### config.mk
export PLATFORM = sky130hd
export DESIGN_NAME = shifter_iterative
export DESIGN_NICKNAME = d
export VERILOG_FILES = /design/src/rtl/shifter_pkg.sv /design/src/rtl/bit_reverse.sv /design/src/rtl/shifter_iterative.sv
export SDC_FILE = /design/constraint.sdc
export NUM_CORES = 1
export LEC_CHECK = 0
export ABC_CLOCK_PERIOD_IN_PS = 7900
export BUFFER_PORTS_ARGS = -buffer_cell sky130_fd_sc_hd__buf_2
export CAP_MARGIN = 25
export CORE_MARGIN = 5
export CORE_UTILIZATION = 55
export DETAILED_ROUTE_END_ITERATION = 10
export PLACE_DENSITY = 0.81
export SKIP_LAST_GASP = 1
export SLEW_MARGIN = 0
export SYNTH_ARGS = -nofsm -noshare
export SYNTH_HDL_FRONTEND = slang
export SYNTH_SLANG_ARGS = --single-unit
export TNS_END_PERCENT = 10
### constraint.sdc
create_clock -name clk -period 7.9 [get_ports clk]
set_input_delay 0.395 -clock clk [delete_from_list [all_inputs] [get_ports clk]]
set_output_delay 0.395 -clock clk [all_outputs]
set_load 0.05 [all_outputs]
### src/rtl/shifter_pkg.sv
// ---------------------------------------------------------------------------
// shifter_pkg
// Shared definitions for the shift units on the datapath.
//   - state_e        : iteration FSM states of shifter_iterative
//   - DEFAULT_WIDTH  : default operand/result width
//   - DEFAULT_SHAMT_W: default shift-amount width (= iteration count)
//   - CTL0_LOGICAL / CTL1_RIGHT : control encodings shared with the
//                      combinational ALU shifter
// ---------------------------------------------------------------------------
package shifter_pkg;

    localparam int DEFAULT_WIDTH   = 32;
    localparam int DEFAULT_SHAMT_W = $clog2(DEFAULT_WIDTH);

    // ctl0: 1 = logical, 0 = arithmetic
    localparam logic CTL0_LOGICAL = 1'b1;
    // ctl1: 1 = right shift, 0 = left shift
    localparam logic CTL1_RIGHT   = 1'b1;

    typedef enum logic [1:0] {
        IDLE  = 2'd0,
        SHIFT = 2'd1,
        DONE  = 2'd2
    } state_e;

endpackage : shifter_pkg

### src/rtl/bit_reverse.sv
// ---------------------------------------------------------------------------
// bit_reverse
// Purely combinational bit-order reversal: out[i] = in[WIDTH-1-i].
// Ports:
//   in_bits  - input vector
//   out_bits - bit-reversed copy of in_bits
// ---------------------------------------------------------------------------
module bit_reverse #(
    parameter int WIDTH = 32
) (
    input  logic [WIDTH-1:0] in_bits,
    output logic [WIDTH-1:0] out_bits
);

    for (genvar i = 0; i < WIDTH; i++) begin : g_rev
        assign out_bits[i] = in_bits[WIDTH-1-i];
    end

endmodule : bit_reverse

### src/rtl/shifter_iterative.sv
// ---------------------------------------------------------------------------
// shifter_iterative
// Multi-cycle, handshaked shift unit. One request is accepted in IDLE, then
// SHAMT_W cycles apply one power-of-two right-shift stage each, and the
// result is held in DONE until the consumer takes it. Left shifts are done
// by reversing the operand on the way in and the result on the way out, so
// the datapath only ever shifts right. Left shifts always zero-fill.
// Ports:
//   clk, rst_n          - clock, asynchronous active-low reset
//   in_valid / in_ready - request handshake
//   a                   - operand
//   b                   - shift amount (only b[SHAMT_W-1:0] used)
//   ctl0                - 1 = logical, 0 = arithmetic
//   ctl1                - 1 = right,   0 = left
//   out_valid/out_ready - result handshake
//   out_data            - shifted result
// ---------------------------------------------------------------------------
module shifter_iterative
    import shifter_pkg::*;
#(
    parameter int WIDTH   = DEFAULT_WIDTH,
    parameter int SHAMT_W = $clog2(WIDTH)
) (
    input  logic             clk,
    input  logic             rst_n,
    input  logic             in_valid,
    output logic             in_ready,
    input  logic [WIDTH-1:0] a,
    input  logic [WIDTH-1:0] b,
    input  logic             ctl0,
    input  logic             ctl1,
    output logic             out_valid,
    input  logic             out_ready,
    output logic [WIDTH-1:0] out_data
);

    localparam int CNT_W = (SHAMT_W > 1) ? $clog2(SHAMT_W) : 1;

    state_e             state_q, state_d;
    logic [WIDTH-1:0]   data_q,  data_d;
    logic [SHAMT_W-1:0] shamt_q, shamt_d;
    logic               ctl1_q,  ctl1_d;
    logic               fill_q,  fill_d;
    logic [CNT_W-1:0]   cnt_q,   cnt_d;

    logic [WIDTH-1:0]   a_rev;
    logic [WIDTH-1:0]   data_rev;
    logic [SHAMT_W-1:0] stage_step;
    logic [2*WIDTH-1:0] stage_ext;
    logic [2*WIDTH-1:0] stage_ext_shr;
    logic [WIDTH-1:0]   stage_data;

    // Upper shift-amount bits are deliberately ignored.
    logic unused_b_upper;
    assign unused_b_upper = ^b[WIDTH-1:SHAMT_W];

    bit_reverse #(.WIDTH(WIDTH)) u_in_flip (
        .in_bits  (a),
        .out_bits (a_rev)
    );

    bit_reverse #(.WIDTH(WIDTH)) u_out_flip (
        .in_bits  (data_q),
        .out_bits (data_rev)
    );

    // Stage k shifts by 2^k: prepend a word of fill bits and take the low
    // WIDTH bits after the shift, so vacated MSBs receive the fill bit.
    assign stage_step    = SHAMT_W'(1) << cnt_q;
    assign stage_ext     = {{WIDTH{fill_q}}, data_q};
    assign stage_ext_shr = stage_ext >> stage_step;
    assign stage_data    = stage_ext_shr[WIDTH-1:0];

    assign in_ready  = (state_q == IDLE);
    assign out_valid = (state_q == DONE);
    assign out_data  = (ctl1_q == CTL1_RIGHT) ? data_q : data_rev;

    always_ff @(posedge clk or negedge rst_n) begin
        if (!rst_n) begin
            state_q <= IDLE;
            data_q  <= '0;
            shamt_q <= '0;
            ctl1_q  <= 1'b0;
            fill_q  <= 1'b0;
            cnt_q   <= '0;
        end else begin
            state_q <= state_d;
            data_q  <= data_d;
            shamt_q <= shamt_d;
            ctl1_q  <= ctl1_d;
            fill_q  <= fill_d;
            cnt_q   <= cnt_d;
        end
    end

    always_comb begin
        state_d = state_q;
        data_d  = data_q;
        shamt_d = shamt_q;
        ctl1_d  = ctl1_q;
        fill_d  = fill_q;
        cnt_d   = cnt_q;

        case (state_q)
            IDLE: begin
                if (in_valid) begin
                    data_d  = (ctl1 == CTL1_RIGHT) ? a : a_rev;
                    shamt_d = b[SHAMT_W-1:0];
                    ctl1_d  = ctl1;
                    // The fill bit fully captures ctl0: only an arithmetic
                    // right shift replicates the sign, everything else
                    // zero-fills, so ctl0 needs no register of its own.
                    fill_d  = ((ctl0 == CTL0_LOGICAL) || (ctl1 != CTL1_RIGHT))
                              ? 1'b0 : a[WIDTH-1];
                    cnt_d   = '0;
                    state_d = SHIFT;
                end
            end
            SHIFT: begin
                if (shamt_q[cnt_q]) begin
                    data_d = stage_data;
                end
                cnt_d = cnt_q + CNT_W'(1);
                if (cnt_q == CNT_W'(SHAMT_W - 1)) begin
                    state_d = DONE;
                end
            end
            DONE: begin
                if (out_ready) begin
                    state_d = IDLE;
                end
            end
            default: begin
                state_d = IDLE;
            end
        endcase
    end

endmodule : shifter_iterative

# After elaboration in Yosys (flattened, before gate mapping)
# Cells that the tools add are included.
[totals] output_inout_bits=34 ff_bits=44 in_bits=70
[op_classes] n_eq_ne=7 reduce_logical=7 shifts=2 add_sub_neg=1 bitwise=1 order_cmp=1 n_mux=14
[ops] operator="two-way mux 32 bit" n=4
[ops] operator="case mux 32 bit (2 select lines)" n=1
[ops] operator="right shift 64 x 5 -> 32 bit" n=1
[ops] operator="two-way mux 2 bit" n=3
[ops] operator="!= test 2 bit, second input constant" n=3
[ops] operator="case mux 2 bit (3 select lines)" n=1
[ops] operator="case mux 3 bit (2 select lines)" n=1
[ops] operator="AND reduction 3 bit" n=2
[ops] operator="<< shifter 1 x 3 -> 5 bit, first input constant" n=1
[ops] operator="less-than comparator 3 x 4 -> 1 bit, second input constant" n=1
[ops] operator="AND reduction 2 bit" n=2
[ops] operator="adder 3 x 1 -> 3 bit, second input constant" n=1
[ops] operator="binary-select mux 1 bit (select 3 bit)" n=1
[ops] operator="equality test 3 bit, second input constant" n=1
[ops] operator="two-way mux 3 bit" n=1
[ops] operator="equality test 2 x 1 -> 1 bit, second input constant" n=1
[ops] operator="equality test 2 bit, second input constant" n=1
[ops] operator="logical NOT 2 bit" n=1
[ops] operator="two-way mux 1 bit" n=2
[ops] operator="!= test 2 x 1 -> 1 bit, second input constant" n=1
[ops] operator="nonzero test 2 bit" n=1
[ops] operator="logical OR 1 bit" n=1
[ops] operator="inverter 1 bit" n=1

# Longest topological paths before layout
[logic_depth] word_depth=4 mapped_depth=12 mapped_depth_nobuf=8

# By module
# A second synthesis with hierarchy kept.
[unflattened] hier_cells=621 hier_area_um2=5555.3
[modules_own_cells] module="shifter_iterative" instances=1 area_each_um2=5074.9 cells_per_inst=557
[modules_own_cells] module="bit_reverse" instances=2 area_each_um2=240.2 cells_per_inst=32

# Worst setup path before layout
# OpenSTA, ideal clock, no wires.
[synth_path] path_kind="reg2reg" from="reg cnt_q[0]" to="reg data_q[18]" required_ps=7774 arrival_time_ps=2380 setup_time_ps=126 stages_incl_launch_ff=12 n_path_buf=3 path_slack_ps=5394 path_cell_list="dfrtp_1 -> inv_1 -> ha_1 -> buf_4 -> nand2b_4 -> buf_8 -> buf_12 -> mux2_1 -> mux4_2 -> nand3_1 -> o21ai_1 -> o32a_1"
[synth_via] elab_chain_len=4 word_cells_on_any_way=8 classes_between="1 x eq/ne; 2 x shift; 4 x mux; 1 x reduce/logical"
[synth_rtl] item="from (decl)" line="shifter_iterative.sv:44" text="logic [CNT_W-1:0] cnt_q, cnt_d;"
[synth_rtl] item="from (signal assigned)" line="shifter_iterative.sv:92" text="cnt_q <= cnt_d;"
[synth_rtl] item="<< shifter 1 x 3 -> 5 bit or binary-select mux 1 bit (select 3 bit) (tied branches)" line="shifter_iterative.sv:69, shifter_iterative.sv:120"
[synth_rtl] item="right shift 64 x 5 -> 32 bit or two-way mux 1 bit (tied branches)" line="shifter_iterative.sv:71, shifter_iterative.sv:120"
[synth_rtl] item="two-way mux 32 bit or != test 2 bit (tied branches)"
[synth_rtl] item="case mux 32 bit (2 select lines) or AND reduction 3 bit (tied branches)"
[synth_rtl] item="to (signal assigned)" line="shifter_iterative.sv:88" text="data_q <= data_d;"
[synth_rtl] item="to (decl)" line="shifter_iterative.sv:40" text="logic [WIDTH-1:0] data_q, data_d;"
# Parallel ways exist; a longest one is shown, timed or not. The select of a mux whose other input is x is not followed.
# A chain may end at the register's enable or synchronous reset.

# Worst setup path in the final report
[layout_path] from="reg cnt_q[1]" to="reg data_q[17]"
# Same word-level chain as after synthesis.

==> summary.md <==
| Metric | Value |
|---|---|
| TritonCTS buffer count | `5` |
| Antenna cells | `0` |
| Area after DPL | `slightly below 5000 sq um` |
| Cells after Synth | `~470` |
| Area of the multi-input gates | `approximately 3200 sq um` |
| Layout Nets | `between 500 and 600` |
| IO Port Bufs | `between 70 and 80` |
| Core area | `8180 sq um` |
| Sequential cell area | `~1100 sq um` |
| Final setup viols | `0` |
| Worst slew pin tran | `0.866 ns` |
| Most numerous cell in the Yosys netlist | `mux2i_1` |
| Clk slew on worst S/H paths | `0.10 ns` |
| Status | `completed` |
| Top delay family on crit path | `multiplexers` |
| CTS sink count | `44` |
| Async S/R FF share, synth | `1.00` |
| First-pass GRT wire length | `23400 microns` |
| Ys Warns | `0` |
| Grt ovf | `0` |
| Post-CTS sizing | `0` |
| Largest net degree at the start of global routing | `47` |
| Final period util | `0.423` |
| Max-Cap Viols | `0` |
| Tmin final | `roughly 3.3 ns` |
| WP buf/inv | `2` |
| Setup TNS | `0 ns` |
| Routability-driven placement congestion ratio | `slightly above 1` |
| Worst-path maximum fanout | `23` |
| Remaining routing DRC violations | `0` |
| Library cells used by synthesis | `58` |
| WL/cell | `24.0 microns` |
| Initial DRC count | `between 400 and 500` |
| Worst Clk Skew | `about 0.013 ns` |
| RSZ-0062 raised after global routing | `false` |
| Area contributors post-synth | `dfrtp_1 (24%), mux2i_1 (14%), mux4_2 (12%), mux2_2 (11%), o32a_1 (3.3%)` |
| Critical Path Max Stage Delay | `0.48 ns` |
| CP Cell Sequence | `inv_1, ha_1, nand2b_1, buf_4, mux4_2, mux2i_1, mux2i_1, a221oi_1, nor2_1` |
| Relative slew margins | `0.423` |
| Crit path arrival time | `around 3.5 ns` |
| H-tree Lvls | `2` |
| Total track usage | `0.295` |
| Hold Slack | `around 0.27 ns` |
| Data required, critical path | `8.09 ns` |
| Synth Area per Inst | `roughly 9.7 sq um` |
| Mapped Nets | `between 500 and 600` |
| Clk root buf | `clkbuf_8` |
| Fillers | `a little over 700` |
| Min-delay worst type | `input port to register` |
| Antenna Nets Post-Route | `0` |
| EDFF count, synth | `0` |
| Post-route cell area | `between 5000 and 6000 sq um` |
| Max Fclk | `299 MHz` |
| Seq/Total Area, Yosys | `0.241` |
| Share of cells above drive strength 1 | `0.326` |
| Type of origin of the critical path | `register` |
| Max-slew violations | `0` |
| Crit path kind | `register to register` |
| Critical path's most frequent cell | `mux2i_1` |
| Synth top area share | `0.241` |
| Io pins | `between 100 and 150` |
| FF+latch count, synth | `44` |
| DR pass1 iterations | `5` |
| Clk Latency, worst-skew pair | `a little over 0.3 ns` |
| Synthesized area | `between 4000 and 5000 sq um` |
| Top cells by count, synth | `mux2i_1 (66), dfrtp_1 (44), mux2_2 (44)` |
| Main synth FF type | `dfrtp_1` |
| Slowest CP cell | `a221oi_1` |
| Initial Util | `0.560` |
| Endpoint type of the worst setup path | `register` |
| Rows | `33` |
| Synth area leader | `dfrtp_1` |
| Die Ht | `about 100 microns` |
| Vias in the first global route | `between 4000 and 5000` |
| Final-report hold violation count | `0` |
| Full die area | `roughly 10000 sq um` |
| CTS tree | `yes` |
| Initial antenna violation count | `0` |
| Die Width | `101 microns` |
| Routed vias/inst | `between 6 and 7` |
| Clock Tree Buf Depth | `2` |
| Hpwl dp | `10900 microns` |
| Via count | `4378` |
| Area growth from synthesis to layout | `10.6%` |
| Routed WL | `15000 microns` |
registers in the layout, indices dropped and copies added (netlist names):
register,count
cnt_q,3
ctl1_q,1
data_q,32
fill_q,1
shamt_q,5
state_q,2
layer usage:
layer	global-route usage	share of wire	vias to the layer above	routed length, microns
li1	-	-	1935	-
met1	0.417	0.40	2151	5950
met2	0.464	0.47	261	7050
met3	0.0585	0.11	31	1680
met4	0.0798	0.023	0	346
met5	0	0	-	0
placed cells by master (no fill, tap or decap), types with 15 or more instances in the layout:
cell type / n
mux2_2: 44
nor2_1: 39
nand2_1: 29
a21oi_1: 19
buf_2: 76
mux2i_1: 66
o22ai_1: 22
o32a_1: 15
dfrtp_1: 44
mux4_2: 25
cell type report:
cell class,instances,share of cell area
inverters,9,0.00668
clock inverters,3,0.00841
flip-flops and latches,44,0.218
repair buffers,87,0.0945
multi-input cells,374,0.633
clock buffers,5,0.0136
well taps,105,0.0260
cells by family (layout without fill, tap and decap cells):
kind of cell | Yosys count | count (layout) | share of synthesized area
adder cells (fa/ha/maj) | 5 | 5 | 0.0137
multiplexers | 138 | 138 | 0.384
AND/OR/NAND/NOR | 100 | 100 | 0.0990
AO/OA/AOI/OAI | 131 | 131 | 0.203
buffers and inverters | 55 | 104 | 0.0599
flip-flops | 44 | 44 | 0.241
path summary, 6_finish.rpt:
path	start	endpoint	slack [ns]	cells past startpoint
max	cnt_q[1]	data_q[17]	4.56	9
min	ctl0	fill_q	0.27	2
min reg2reg	shamt_q[2]	shamt_q[2]	0.53	1
max in group asynchronous	rst_n	data_q[0]	6.98	3
min in group asynchronous	rst_n	fill_q	0.46	2
max reg2reg	cnt_q[1]	data_q[17]	4.56	9
repair_timing:
item / in CTS / in global routing
hold endpoints to repair: 0 / 6
hold buffers: 0 / 1
buffers inserted: 0 / 0
through the flow:
stage / cells / setup slack [ns] / util
after global placement: 617 / 4.68 / 0.601
after detailed placement: 617 / 4.65 / 0.601
after floorplan: 473 / 5.39 / -
final: 627 / 4.56 / 0.619
after global routing: 627 / 4.37 / 0.619
after CTS: 625 / 4.63 / 0.615
Power is not shown: default switching activity piles up to over one toggle a cycle in this logic, so the estimate is an artifact.
